==> config.mk <==
export PLATFORM = sky130hd
export DESIGN_NAME = flash_phy_prim_bank
export DESIGN_NICKNAME = d
export VERILOG_FILES = /design/src/rtl/flash_phy_prim_pkg.sv /design/src/rtl/flash_phy_prim_bank.sv
export SDC_FILE = /design/constraint.sdc
export NUM_CORES = 2
export LEC_CHECK = 0
export BUFFER_PORTS_ARGS = -buffer_cell sky130_fd_sc_hd__buf_2
export CAP_MARGIN = 0
export CORE_UTILIZATION = 30
export DETAILED_ROUTE_END_ITERATION = 8
export GPL_ROUTABILITY_DRIVEN = 1
export SLEW_MARGIN = 20
export SYNTH_ARGS = -nofsm -noshare
export SYNTH_HDL_FRONTEND = slang
export SYNTH_SLANG_ARGS = --single-unit
export TNS_END_PERCENT = 1
==> constraint.sdc <==
create_clock -name clk_i -period 4.1 [get_ports clk_i]
set_clock_uncertainty 0.15 [all_clocks]
set_input_delay 0.82 -clock clk_i [delete_from_list [all_inputs] [get_ports clk_i]]
set_output_delay 0.82 -clock clk_i [all_outputs]
set_load 0.05 [all_outputs]
==> src/rtl/flash_phy_prim_pkg.sv <==
// Shared types and default geometry/timing for the flash primitive model.
// Struct widths follow the package geometry; latencies and bank count are top parameters.
package flash_phy_prim_pkg;

    localparam int unsigned DataWidth    = 64;
    localparam int unsigned WordsPerPage = 4;
    localparam int unsigned PagesPerBank = 4;
    localparam int unsigned Depth        = WordsPerPage * PagesPerBank;
    localparam int unsigned AddrW        = (Depth > 1) ? $clog2(Depth) : 1;

    localparam int unsigned DefNumBanks     = 2;
    localparam int unsigned DefRdLatency    = 2;
    localparam int unsigned DefProgLatency  = 4;
    localparam int unsigned DefEraseLatency = 8;

    typedef struct packed {
        logic                 rd;
        logic                 prog;
        logic                 pg_erase;
        logic                 bk_erase;
        logic [AddrW-1:0]     addr;
        logic [DataWidth-1:0] prog_data;
    } flash_phy_prim_flash_req_t;

    typedef struct packed {
        logic                 ack;
        logic                 done;
        logic                 err;
        logic                 busy;
        logic [DataWidth-1:0] rdata;
    } flash_phy_prim_flash_rsp_t;

    typedef enum logic [1:0] {
        OpRd,
        OpProg,
        OpPgErase,
        OpBkErase
    } op_e;

    typedef enum logic [1:0] {
        StIdle,
        StBusy,
        StDone
    } bank_state_e;

    // Only meaningful for a one-hot {rd, prog, pg_erase, bk_erase} vector.
    function automatic op_e hot_to_op(input logic [3:0] hot);
        if (hot[3]) return OpRd;
        if (hot[2]) return OpProg;
        if (hot[1]) return OpPgErase;
        return OpBkErase;
    endfunction

    function automatic int unsigned max3(input int unsigned a, input int unsigned b,
                                         input int unsigned c);
        int unsigned m;
        m = (a > b) ? a : b;
        return (m > c) ? m : c;
    endfunction

endpackage

==> src/rtl/flash_phy_prim_bank.sv <==
// One flash bank: request decode, latency counter, storage and response flops.
// Storage is reset to all-ones, which is the erased state of the array.
module flash_phy_prim_bank
    import flash_phy_prim_pkg::*;
#(
    parameter int unsigned RdLatency    = DefRdLatency,
    parameter int unsigned ProgLatency  = DefProgLatency,
    parameter int unsigned EraseLatency = DefEraseLatency
) (
    input  logic                      clk_i,
    input  logic                      rst_i,
    input  flash_phy_prim_flash_req_t req_i,
    output flash_phy_prim_flash_rsp_t rsp_o
);

    localparam int unsigned MaxLat = max3(RdLatency, ProgLatency, EraseLatency);
    localparam int unsigned CntW   = (MaxLat > 1) ? $clog2(MaxLat) : 1;

    typedef logic [CntW-1:0] cnt_t;

    bank_state_e                      state_q, state_d;
    op_e                              op_q, op_d;
    logic [AddrW-1:0]                 addr_q, addr_d;
    logic [DataWidth-1:0]             data_q, data_d;
    cnt_t                             cnt_q, cnt_d;
    logic [Depth-1:0][DataWidth-1:0]  mem_q, mem_d;
    logic [DataWidth-1:0]             rdata_q, rdata_d;
    logic                             ack_q, ack_d;
    logic                             done_q, done_d;
    logic                             err_q, err_d;
    logic                             busy_q, busy_d;

    logic [3:0]                       op_hot;
    logic                             addr_ok;
    int unsigned                      page_sel;

    function automatic cnt_t load_cnt(input op_e op);
        case (op)
            OpRd:    return cnt_t'(RdLatency - 1);
            OpProg:  return cnt_t'(ProgLatency - 1);
            default: return cnt_t'(EraseLatency - 1);
        endcase
    endfunction

    assign op_hot   = {req_i.rd, req_i.prog, req_i.pg_erase, req_i.bk_erase};
    assign addr_ok  = 32'(req_i.addr) < Depth;
    assign page_sel = 32'(addr_q) / WordsPerPage;

    always_comb begin
        state_d = state_q;
        op_d    = op_q;
        addr_d  = addr_q;
        data_d  = data_q;
        cnt_d   = cnt_q;
        mem_d   = mem_q;
        rdata_d = rdata_q;
        ack_d   = 1'b0;
        done_d  = 1'b0;
        err_d   = 1'b0;
        busy_d  = 1'b0;

        case (state_q)
            StBusy: begin
                if (cnt_q == '0) begin
                    // The commit is registered on the edge into DONE so that rdata
                    // and the new array contents are visible in the done cycle.
                    state_d = StDone;
                    done_d  = 1'b1;
                    case (op_q)
                        OpRd:   rdata_d = mem_q[addr_q];
                        OpProg: mem_d[addr_q] = mem_q[addr_q] & data_q;
                        OpPgErase: begin
                            for (int unsigned w = 0; w < Depth; w++) begin
                                if (w / WordsPerPage == page_sel) mem_d[w[AddrW-1:0]] = '1;
                            end
                        end
                        default: mem_d = '1;
                    endcase
                end else begin
                    cnt_d  = cnt_q - cnt_t'(1);
                    busy_d = 1'b1;
                end
            end
            default: begin
                // IDLE and the single DONE cycle both accept a new request.
                state_d = StIdle;
                if (op_hot != '0) begin
                    ack_d = 1'b1;
                    if (!$onehot(op_hot) || !addr_ok) begin
                        err_d = 1'b1;
                    end else begin
                        state_d = StBusy;
                        busy_d  = 1'b1;
                        op_d    = hot_to_op(op_hot);
                        addr_d  = req_i.addr;
                        data_d  = req_i.prog_data;
                        cnt_d   = load_cnt(hot_to_op(op_hot));
                    end
                end
            end
        endcase
    end

    always_ff @(posedge clk_i) begin
        if (rst_i) begin
            state_q <= StIdle;
            op_q    <= OpRd;
            addr_q  <= '0;
            data_q  <= '0;
            cnt_q   <= '0;
            mem_q   <= '1;
            rdata_q <= '0;
            ack_q   <= 1'b0;
            done_q  <= 1'b0;
            err_q   <= 1'b0;
            busy_q  <= 1'b0;
        end else begin
            state_q <= state_d;
            op_q    <= op_d;
            addr_q  <= addr_d;
            data_q  <= data_d;
            cnt_q   <= cnt_d;
            mem_q   <= mem_d;
            rdata_q <= rdata_d;
            ack_q   <= ack_d;
            done_q  <= done_d;
            err_q   <= err_d;
            busy_q  <= busy_d;
        end
    end

    assign rsp_o.ack   = ack_q;
    assign rsp_o.done  = done_q;
    assign rsp_o.err   = err_q;
    assign rsp_o.busy  = busy_q;
    assign rsp_o.rdata = rdata_q;

endmodule

==> flow_summary.json <==
{
  "ys_seq_elements": 1167,
  "hold_class": "in2reg",
  "ant_nets": 0,
  "grt_setup_unrepaired": "no",
  "yosys_warnings": 0,
  "cellPowerDensity_mw_per_mm2": 492,
  "finalHoldViolations": 0,
  "avgSynthCellArea_sq_um": 11.0,
  "vias_per_cell": 5.71,
  "status": "complete, no violations",
  "drive_gt1_frac": 0.131,
  "ys_top_cells_by_area": "dfxtp_1, o22a_1, mux2i_1",
  "grt_pass1_wl_um": 235000,
  "whs_ns": 0.157,
  "grt_use_total": 0.199,
  "worst-endpoint-required_ns": 4.55,
  "io_pins": 142,
  "dp_hpwl_um": 86800,
  "synth_top_area_frac": 0.507,
  "final_nets": 4197,
  "period_minus_slack_ns": 3.16,
  "synthCells": 4210,
  "wl_met1_um": 70800,
  "max_freq_mhz": 316,
  "worstMarginPinSlew_ns": 0.967,
  "ys_seq_area_frac": 0.507,
  "die-width_um": 394,
  "rows": 143,
  "tns_ns": 0,
  "cts_setup_buffers": 0,
  "cts_resized": 0,
  "synth_nets": 4290,
  "die_h_um": 394,
  "synth_edf_count": 0,
  "drt_iter0_drc": 2772,
  "clockRootBuffer": "clkbuf_16",
  "stdcell_count": 6247,
  "wl_met3_um": 9650,
  "antennaDiodeCount": 0,
  "wl_met2_um": 73600,
  "crit_family": "buffers and inverters",
  "first_global_vias": 34587,
  "p_total_mw": 26.1,
  "grt_max_degree": 96,
  "cts.hold.buffers_added": 0,
  "cp-start-kind": "flip-flop",
  "gp_congestion": 0.765,
  "synth_cell_types": 42,
  "antenna_found_initial": 8,
  "critPathSlowestCell": "nand2b_4",
  "finalSetupViolations": 0,
  "endpoint_kind": "flip-flop",
  "clockBufferDepth": 3,
  "finalMaxSlewViolations": 0,
  "async_reset_ff_frac": 0,
  "worstPathCellList": "inv_1 > ha_1 > nor4bb_1 > buf_4 > o21ai_2 > nor3_4 > buf_4 > nand2b_4 > buf_4 > o22a_1",
  "worstSkewPairLatency_ns": 0.75,
  "wire_per_inst_um": 25.6,
  "highest_layer": "met5",
  "relSlewSlack": 0.356,
  "ir_drop_mv": 0.360,
  "cts_tree": "built",
  "finalCritPeriodShare": 0.772,
  "fp.dieArea_sq_mm": 0.155,
  "worstPathMaxFanout": 27,
  "cpPeakStageDelay_ns": 0.41,
  "crit_buf_inv": 4,
  "drc_errors": 0,
  "fillCellCount": 14989,
  "clkSinkCount": 1167,
  "cts_buffers": 116,
  "synth_top_flop_cell": "dfxtp_1",
  "yosysTopAreaCell": "dfxtp_1",
  "core_sq_mm": 0.152,
  "cts.clk_slew.worst_paths_ns": 0.06,
  "wl_um": 160000,
  "cpMostUsedCell": "buf_4",
  "cp_data_arrival_time_ns": 3.61,
  "max-cap-violations": 0,
  "portBuffers": 141,
  "start_util": 0.303,
  "syn2layout_area_growth_pct": 14.9,
  "vias": 35665,
  "htreeDepth": 3,
  "p_leak_nw": 18.6,
  "synth_area_sq_mm": 0.0461,
  "first_pass_iters": 5,
  "grt_overflow": 0,
  "critical_path_class": "reg2reg",
  "dp_cells": 6029
}
-- layout make-up --
type                            count  area, sq um  share of cell area
Multi-Input combinational cell   2566        20900               0.394
Tap cell                         2030         2540              0.0479
Inverter                           11         46.3            0.000874
Sequential cell                  1167        23400               0.441
Clock buffer                      172         3410              0.0643
Clock inverter                     46          603              0.0114
Timing Repair Buffer              255         2160              0.0408
-- through the flow --
stage / area [sq um] / util / worst slack [ns]
2_1_floorplan: 46100 / - / 0.565
3_3_place_gp: 49000 / 0.322 / 0.594
3_5_place_dp: 49000 / 0.322 / 0.509
4_1_cts: 53000 / 0.348 / 0.965
5_1_grt: 53000 / 0.348 / 0.869
6_report: 53000 / 0.348 / 0.936
-- cell usage in the layout, fill, tap and decap left out, types with 2 or more instances in the layout --
cell type      n
o211ai_1       2
ha_1           5
buf_4         67
clkbuf_16    118
nand2_1      382
bufinv_16     11
a22o_1        64
o21ai_0       21
nor2b_4        2
o21ai_2       10
nor3_1         5
buf_12        48
mux2i_1      565
buf_2        140
o21bai_4      10
inv_1         10
o22a_1      1024
a21o_1         2
dfxtp_4        2
clkinv_2      21
a21oi_1       82
nand3_1       11
nand4_1        9
a22oi_1      256
a31oi_1        3
clkbuf_1      29
o22ai_2       55
dfxtp_1     1165
nand2b_1       3
inv_16         2
clkinv_4       3
clkbuf_8      25
nor2_1        13
clkinvlp_4     3
nor2b_1        2
a21o_4         6
nand2_4        7
inv_6          4
nand2b_4       9
-- state kept, by name, summed over array words and instances, names as in the netlist --
| name | count |
|---|---|
| ack_q | 1 |
| err_q | 1 |
| rdata_q | 64 |
| addr_q | 4 |
| cnt_q | 3 |
| state_q | 2 |
| done_q | 1 |
| data_q | 64 |
| op_q | 2 |
| busy_q | 1 |
| mem_q | 1024 |
-- worst reg2reg max path, cell delays in order (launching register included) --
cell and delay [ns]:
dfxtp_1 0.32, inv_1 0.08, ha_1 0.16, nor4bb_1 0.35
buf_4 0.24, o21ai_2 0.16, nor3_4 0.22, buf_4 0.31
nand2b_4 0.42, buf_4 0.40, o22a_1 0.22
-- power breakdown --
group | switching (mW) | internal, mW | leakage (nW)
registers | 0.204 | 11.6 | 9.46
clock network | 4.71 | 6.46 | 1.97
logic | 2.32 | 0.815 | 7.17
total | 7.23 | 18.8 | 18.6
-- cells in the mapped netlist (all sizes together), types with 2 or more instances --
library cell / instances
dfxtp: 1167
o22a: 1024
mux2i: 565
nand2: 389
buf: 307
a22oi: 256
clkbuf: 159
a21oi: 83
a22o: 64
o22ai: 55
o21ai: 31
nor2: 14
nand2b: 12
nand3: 12
inv: 11
o21bai: 10
nand4: 9
a21o: 8
nor3: 6
ha: 5
nor2b: 4
a31oi: 3
and2: 2
o211ai: 2
-- worst paths after layout --
| check | startpoint | endpoint | slack, ns | depth (start not counted) |
|---|---|---|---|---|
| worst min-delay path | req_i[20] | data_q[20]$_SDFFE_PP0P_ | 0.16 | 3 |
| worst min register to register | mem_q[793]$_SDFFE_PP1P_ | mem_q[793]$_SDFFE_PP1P_ | 0.31 | 1 |
| worst max-delay path | cnt_q[0]$_SDFFE_PP0P_ | mem_q[45]$_SDFFE_PP1P_ | 0.94 | 10 |
| worst max register to register | cnt_q[0]$_SDFFE_PP0P_ | mem_q[45]$_SDFFE_PP1P_ | 0.94 | 10 |
-- per-layer routing --
layer,vias up,global-route usage
li1,15833,-
met1,18278,0.265
met2,1202,0.323
met3,340,0.0283
met4,12,0.0757
met5,-,0
-- logic make-up (layout without fill, tap and decap cells) --
logic type | count (synthesis) | count (layout) | share of synthesized area
mux | 565 | 565 | 0.123
compound gates | 1538 | 1538 | 0.280
flops | 1167 | 1167 | 0.507
simple gates | 456 | 456 | 0.0404
xor+xnor | 1 | 1 | 0.000190
buf+inv | 477 | 484 | 0.0479
fa+ha+maj | 6 | 6 | 0.00179
Power figures use the tool's default switching activity.
